--- config.mk ---
export PLATFORM = sky130hd
export DESIGN_NAME = data_mem_bridge
export DESIGN_NICKNAME = d
export VERILOG_FILES = /design/src/rtl/mem_bridge_pkg.sv /design/src/rtl/load_extender.sv /design/src/rtl/data_mem_bridge.sv
export SDC_FILE = /design/constraint.sdc
export NUM_CORES = 1
export LEC_CHECK = 0
export ABC_AREA = 1
export ABC_CLOCK_PERIOD_IN_PS = 3400
export CAP_MARGIN = 20
export CORE_MARGIN = 1.5
export CORE_UTILIZATION = 39
export DETAILED_ROUTE_END_ITERATION = 8
export GPL_TIMING_DRIVEN = 0
export HOLD_SLACK_MARGIN = 0.05
export PLACE_DENSITY = 0.77
export SYNTH_ARGS = -nofsm -noshare
export SYNTH_HDL_FRONTEND = slang
export SYNTH_SLANG_ARGS = --single-unit
--- constraint.sdc ---
create_clock -name clka -period 3.4 [get_ports clka]
set_input_delay 0.68 -clock clka [delete_from_list [all_inputs] [get_ports clka]]
set_output_delay 0.68 -clock clka [all_outputs]
set_load 0.05 [all_outputs]
--- src/rtl/mem_bridge_pkg.sv ---
// rtl/mem_bridge_pkg.sv - shared encodings, FSM states and write-mask helper for the data-memory bridge
package mem_bridge_pkg;

  localparam logic [1:0] SIZE_B = 2'b00;
  localparam logic [1:0] SIZE_H = 2'b01;
  localparam logic [1:0] SIZE_W = 2'b10;

  typedef enum logic [2:0] {
    IDLE,
    ACCESS,
    WAIT,
    RESP,
    ERR
  } state_t;

  // Byte-lane write mask for an aligned access; illegal sizes get no lanes.
  function automatic logic [3:0] lane_we(input logic [1:0] size, input logic [1:0] addr_lo);
    case (size)
      SIZE_B:  lane_we = 4'b0001 << addr_lo;
      SIZE_H:  lane_we = addr_lo[1] ? 4'b1100 : 4'b0011;
      SIZE_W:  lane_we = 4'b1111;
      default: lane_we = 4'b0000;
    endcase
  endfunction

endpackage

--- src/rtl/load_extender.sv ---
// rtl/load_extender.sv - little-endian lane select with sign/zero extension of RAM read data
module load_extender
  import mem_bridge_pkg::*;
(
  input  logic [31:0] i_rdata,
  input  logic [1:0]  i_size,
  input  logic [1:0]  i_addr_lo,
  input  logic        i_sign,
  output logic [31:0] o_data
);

  logic [7:0]  w_byte;
  logic [15:0] w_half;

  always_comb begin
    w_byte = i_rdata[7:0];
    case (i_addr_lo)
      2'd0:    w_byte = i_rdata[7:0];
      2'd1:    w_byte = i_rdata[15:8];
      2'd2:    w_byte = i_rdata[23:16];
      default: w_byte = i_rdata[31:24];
    endcase
    w_half = i_addr_lo[1] ? i_rdata[31:16] : i_rdata[15:0];

    case (i_size)
      SIZE_B:  o_data = {{24{i_sign & w_byte[7]}}, w_byte};
      SIZE_H:  o_data = {{16{i_sign & w_half[15]}}, w_half};
      default: o_data = i_rdata;
    endcase
  end

endmodule

--- src/rtl/data_mem_bridge.sv ---
// rtl/data_mem_bridge.sv - single-outstanding load/store bridge from core memory stage to block RAM
module data_mem_bridge
  import mem_bridge_pkg::*;
#(
  parameter int WAIT_CYCLES = 1
) (
  input  logic        clka,
  input  logic        rst,
  input  logic        req_valid,
  input  logic        req_we,
  input  logic [1:0]  req_size,
  input  logic        req_sign,
  input  logic [31:0] req_addr,
  input  logic [31:0] req_wdata,
  output logic        req_ready,
  output logic        stall,
  output logic        resp_valid,
  output logic [31:0] resp_rdata,
  output logic        addr_err,
  output logic        ram_en,
  output logic [3:0]  ram_we,
  output logic [31:0] ram_addr,
  output logic [31:0] ram_wdata,
  input  logic [31:0] ram_rdata
);

  state_t      r_state;
  state_t      w_next;
  logic        r_we;
  logic [1:0]  r_size;
  logic        r_sign;
  logic [1:0]  r_addr_lo;
  logic [2:0]  r_cnt;
  logic [31:0] r_ram_addr;
  logic [31:0] r_ram_wdata;
  logic [31:0] r_resp_rdata;
  logic        w_accept;
  logic        w_misalign;
  logic [31:0] w_ext;
  logic [31:0] w_rep_wdata;

  assign req_ready  = (r_state == IDLE) & ~rst;
  assign stall      = req_valid & ~req_ready;
  assign w_accept   = req_valid & req_ready;
  assign w_misalign = (req_size == SIZE_H && req_addr[0])
                    | (req_size == SIZE_W && req_addr[1:0] != 2'b00)
                    | (req_size == 2'b11);

  assign ram_addr   = r_ram_addr;
  assign ram_wdata  = r_ram_wdata;
  assign resp_rdata = r_resp_rdata;

  always_comb begin
    case (req_size)
      SIZE_B:  w_rep_wdata = {4{req_wdata[7:0]}};
      SIZE_H:  w_rep_wdata = {2{req_wdata[15:0]}};
      default: w_rep_wdata = req_wdata;
    endcase
  end

  load_extender u_ext (
    .i_rdata   (ram_rdata),
    .i_size    (r_size),
    .i_addr_lo (r_addr_lo),
    .i_sign    (r_sign),
    .o_data    (w_ext)
  );

  always_ff @(posedge clka or posedge rst) begin
    if (rst) r_state <= IDLE;
    else     r_state <= w_next;
  end

  always_comb begin
    w_next     = r_state;
    resp_valid = 1'b0;
    addr_err   = 1'b0;
    ram_en     = 1'b0;
    ram_we     = 4'b0000;
    case (r_state)
      IDLE: begin
        if (w_accept) w_next = w_misalign ? ERR : ACCESS;
      end
      ACCESS: begin
        ram_en = 1'b1;
        if (r_we) begin
          ram_we     = lane_we(r_size, r_addr_lo);
          resp_valid = 1'b1;
          w_next     = IDLE;
        end else begin
          w_next = WAIT;
        end
      end
      WAIT: begin
        if (r_cnt == 3'd1) w_next = RESP;
      end
      RESP: begin
        resp_valid = 1'b1;
        w_next     = IDLE;
      end
      ERR: begin
        resp_valid = 1'b1;
        addr_err   = 1'b1;
        w_next     = IDLE;
      end
      default: w_next = IDLE;
    endcase
  end

  // RAM address/data are only refreshed for good requests so an error never disturbs the RAM pins.
  always_ff @(posedge clka or posedge rst) begin
    if (rst) begin
      r_we         <= 1'b0;
      r_size       <= 2'b00;
      r_sign       <= 1'b0;
      r_addr_lo    <= 2'b00;
      r_cnt        <= 3'd0;
      r_ram_addr   <= 32'd0;
      r_ram_wdata  <= 32'd0;
      r_resp_rdata <= 32'd0;
    end else begin
      if (w_accept) begin
        r_we      <= req_we;
        r_size    <= req_size;
        r_sign    <= req_sign;
        r_addr_lo <= req_addr[1:0];
        if (!w_misalign) begin
          r_ram_addr  <= {req_addr[31:2], 2'b00};
          r_ram_wdata <= w_rep_wdata;
        end
      end

      if (r_state == ACCESS && !r_we) r_cnt <= 3'(WAIT_CYCLES);
      else if (r_state == WAIT)       r_cnt <= r_cnt - 3'd1;

      r_resp_rdata <= (r_state == WAIT && r_cnt == 3'd1) ? w_ext : 32'd0;
    end
  end

endmodule

==> Implementation_results.wiki, run 1 <==
{| class="wikitable"
! Metric !! Value
|-
| Maximum capacitance violations || 0
|-
| Total design power || 0.006863 W
|-
| Fill count || 1,116
|-
| Number of gates resized after CTS || 0
|-
| Area used by multi-input combinational logic || 0.002028 sq mm
|-
| CTS tree || done
|-
| Overall overflow remaining after global route || 0
|-
| Die width || 116.7 microns
|-
| Worst slew margin || 52.74%
|-
| Final Setup Violations || 0
|-
| Area share of the largest cell type after synthesis || 52.62%
|-
| Total of flip-flops plus latches after synthesis || 106
|-
| Cts hold-fix bufs || 0
|-
| Total standard cell area after synthesis || 0.005041 sq mm
|-
| Launch point of the critical path || r_size[0]
|-
| Cell accounting for the most synthesized area || dfrtp_1
|-
| Top_reg_cell synth || dfrtp_1
|-
| Layout cell share with drive strength beyond 1 || 8.324%
|-
| Via count || 4,994
|-
| Detailed-router iteration count before antenna repair || 4
|-
| Post-Synthesis Mean Instance Area || 8.002 sq um
|-
| Dpl hpwl || 11.55 mm
|-
| Clock tree root buffer cell || clkbuf_16
|-
| Yosys warns || 0
|-
| Number of unique standard cell types used by synthesis || 30
|-
| Overall die height || 116.7 microns
|-
| I/O pin count || 208
|-
| Routed Wire Length || 15.26 mm
|-
| Crit-path max FO || 10
|-
| Cell with the most instances after synthesis || nand2_1
|-
| Leak Pwr || 3.737 nW
|-
| Worst slack at placement || 0.4357 ns
|-
| Floorplan row count || 41
|-
| Top cells by area, synth || dfrtp_1 (53%), nand2_1 (17%), a21oi_1 (4.5%), o21ai_0 (3.5%), inv_1 (3.2%)
|-
| Global-route wire length before repair || 23.43 mm
|-
| Average via count per standard cell || 4.872
|-
| Time the worst path needs with I/O delays and setup || 3.257 ns
|-
| Status || complete, no violations
|-
| Post-synth ARST share || 100.0%
|-
| Max Buffers Root-to-Sink || 2
|-
| Average wire per cell in the routed design || 14.89 microns
|-
| Worst hold-check path type || reg2reg
|-
| Number of pins exceeding their max-slew limit in the final report || 0
|-
| Clock Sinks || 106
|-
| Die area || 0.01362 sq mm
|-
| Portion of the post-synthesis area used by sequential elements || 52.62%
|-
| Gpl congestion || 0.9441
|-
| Reg2Reg Setup Slack || 1.75 ns
|-
| Starting density of the core || 39.95%
|-
| Post-CTS Setup Bufs || 0
|-
| Number of antenna violations at the first check in global routing || 0
|-
| Final WS setup || 0.1426 ns
|-
| Num CTS Buffers || 9
|-
| Post-detailed-route count of antenna-violating nets || 0
|-
| ANT cells || 0
|-
| Area of the core || 0.01262 sq mm
|-
| Net count reported at finish || 953
|-
| Area growth from synthesis to layout || 51.33%
|-
| Power per cell area || 899.6 mW/mm^2
|-
| H-tree lvl count || 3
|-
| Maximum achievable frequency || 307.0 MHz
|-
| Count of flip-flops with a built-in enable after synthesis || 0
|-
| Arrival time at the worst endpoint || 2.58 ns
|-
| Unrepaired setup endpoints after global routing || false
|-
| Type of element capturing the critical path || output pin
|-
| Cell count after synthesis || 630
|-
| Setup total negative slack || 0 ns
|-
| Critical path launch point type || flip-flop
|-
| Final hold vios || 0
|-
| Register Area || 0.002653 sq mm
|-
| Kind of critical path || reg2out
|-
| Drt drc || 0
|-
| Fraction of the cycle the final worst path needs || 95.81%
|-
| Most common library cells after synthesis || nand2_1 (234), dfrtp_1 (106), a21oi_1 (45)
|-
| Pin count of the biggest net entering global routing || 42
|-
| Start point of the worst min-delay path || ram_wdata[20]
|-
| DRT iter0 DRCs || 393
|-
| Clock slew at the register clock pins of the worst setup and hold paths || 0.07 ns
|-
| Maximum vdd drop || 0.5263 mV
|-
| Clock insertion delay at the later pin of the skew report || 0.35 ns
|-
| Start of the worst register-to-register path || r_addr_lo[0]
|-
| I/O Buffers || 204
|-
| Transition at the pin with the smallest max-transition slack || 0.7075 ns
|-
| Worst slack on hold paths || 0.4797 ns
|-
| All-Layer GR Usage || 22.29%
|-
| Worst EP required || 2.72 ns
|-
| Worst Skew || 0.004837 ns
|-
| Number of global-route vias before repair || 4,647
|}
## sequential cells by signal, summed over array words and instances (netlist names)
register / cells
r_addr_lo: 2
r_sign: 1
r_state: 3
r_we: 1
ram_addr: 30
ram_wdata: 32
r_cnt: 3
r_size: 2
resp_rdata: 32
## per-layer routing
layer	wire length, microns	share of wire [%]	vias up	track usage (%)
met5	0	0	-	0
met4	406	2.7	0	9.880
met3	982	6.4	29	4.567
met2	7211	47	190	34.23
met1	6660	44	2330	30.59
li1	-	-	2445	-
## layout by cell type (no fill, tap or decap), drive strengths merged, types with 3 or more instances in the layout
master and count:
nor2 47, o211ai 8, a21oi 45, o21bai 3
clkbuf 18, nand3 25, nand2 240, dfrtp 106
o21ai 57, nor3 10, clkinv 5, clkdlybuf4s50 202
inv 46, buf 27
## worst paths after layout
kind / end / cells after the start
worst min-delay path: ram_wdata[20] / 2
worst max-delay path: ram_we[2] / 7
min in group asynchronous: ram_wdata[30] / 2
worst min register to register: ram_wdata[20] / 2
worst max register to register: resp_rdata[25] / 9
max in group asynchronous: resp_rdata[11] / 3
## cells by family (layout without fill, tap and decap cells)
family	count (synthesis)	count (layout)	share of synthesized area, %
flip-flops	106	106	52.62
other	1	2	0.07439
AO/OA/AOI/OAI	117	117	12.26
AND/OR/NAND/NOR	323	323	27.15
XOR/XNOR	1	1	0.1738
buffers and inverters	80	302	7.222
adder cells (fa/ha/maj)	2	2	0.4963
## critical path: stages (launching register included)
cell and delay (ns):
dfrtp_1 0.34, buf_2 0.23, nand2_2 0.20, nor2_1 0.25, o21bai_1 0.17, a31oi_1 0.06, nor2_1 0.16, clkdlybuf4s50_1 0.83
## power by group
group	leakage, nW	internal [W]	switching, W
registers	1.37	0.00170	0.000243
clock network	0.136	0.000502	0.000484
logic	2.23	0.00128	0.00265
## area by class of cell
cell class,count,area share (%)
Buffer,34,2.493
Clock buffer,9,2.952
Clock inverter,7,0.6889
Inverter,46,2.329
Multi-Input combinational cell,445,26.59
Sequential cell,106,34.77
Tap cell,172,2.821
Timing Repair Buffer,206,27.36
## stage by stage
| stage | cells | area (sq um) | utilization, % |
|---|---|---|---|
| 5_1_grt | 1025 | 7629 | 60.45 |
| 4_1_cts | 1025 | 7624 | 60.41 |
| 3_3_place_gp | 1007 | 7306 | 57.89 |
| 2_1_floorplan | 631 | 5049 | - |
| 3_5_place_dp | 1009 | 7346 | 58.21 |
| 6_report | 1025 | 7629 | 60.45 |
(Power assumes the default switching activity.)
==> run 2, diff against run 1 <==
Settings changed: HOLD_SLACK_MARGIN 0.05 to 0.15.
==> results of run 2 <==
Same layout as run 1: the final DEF is identical, and so are final timing and power.
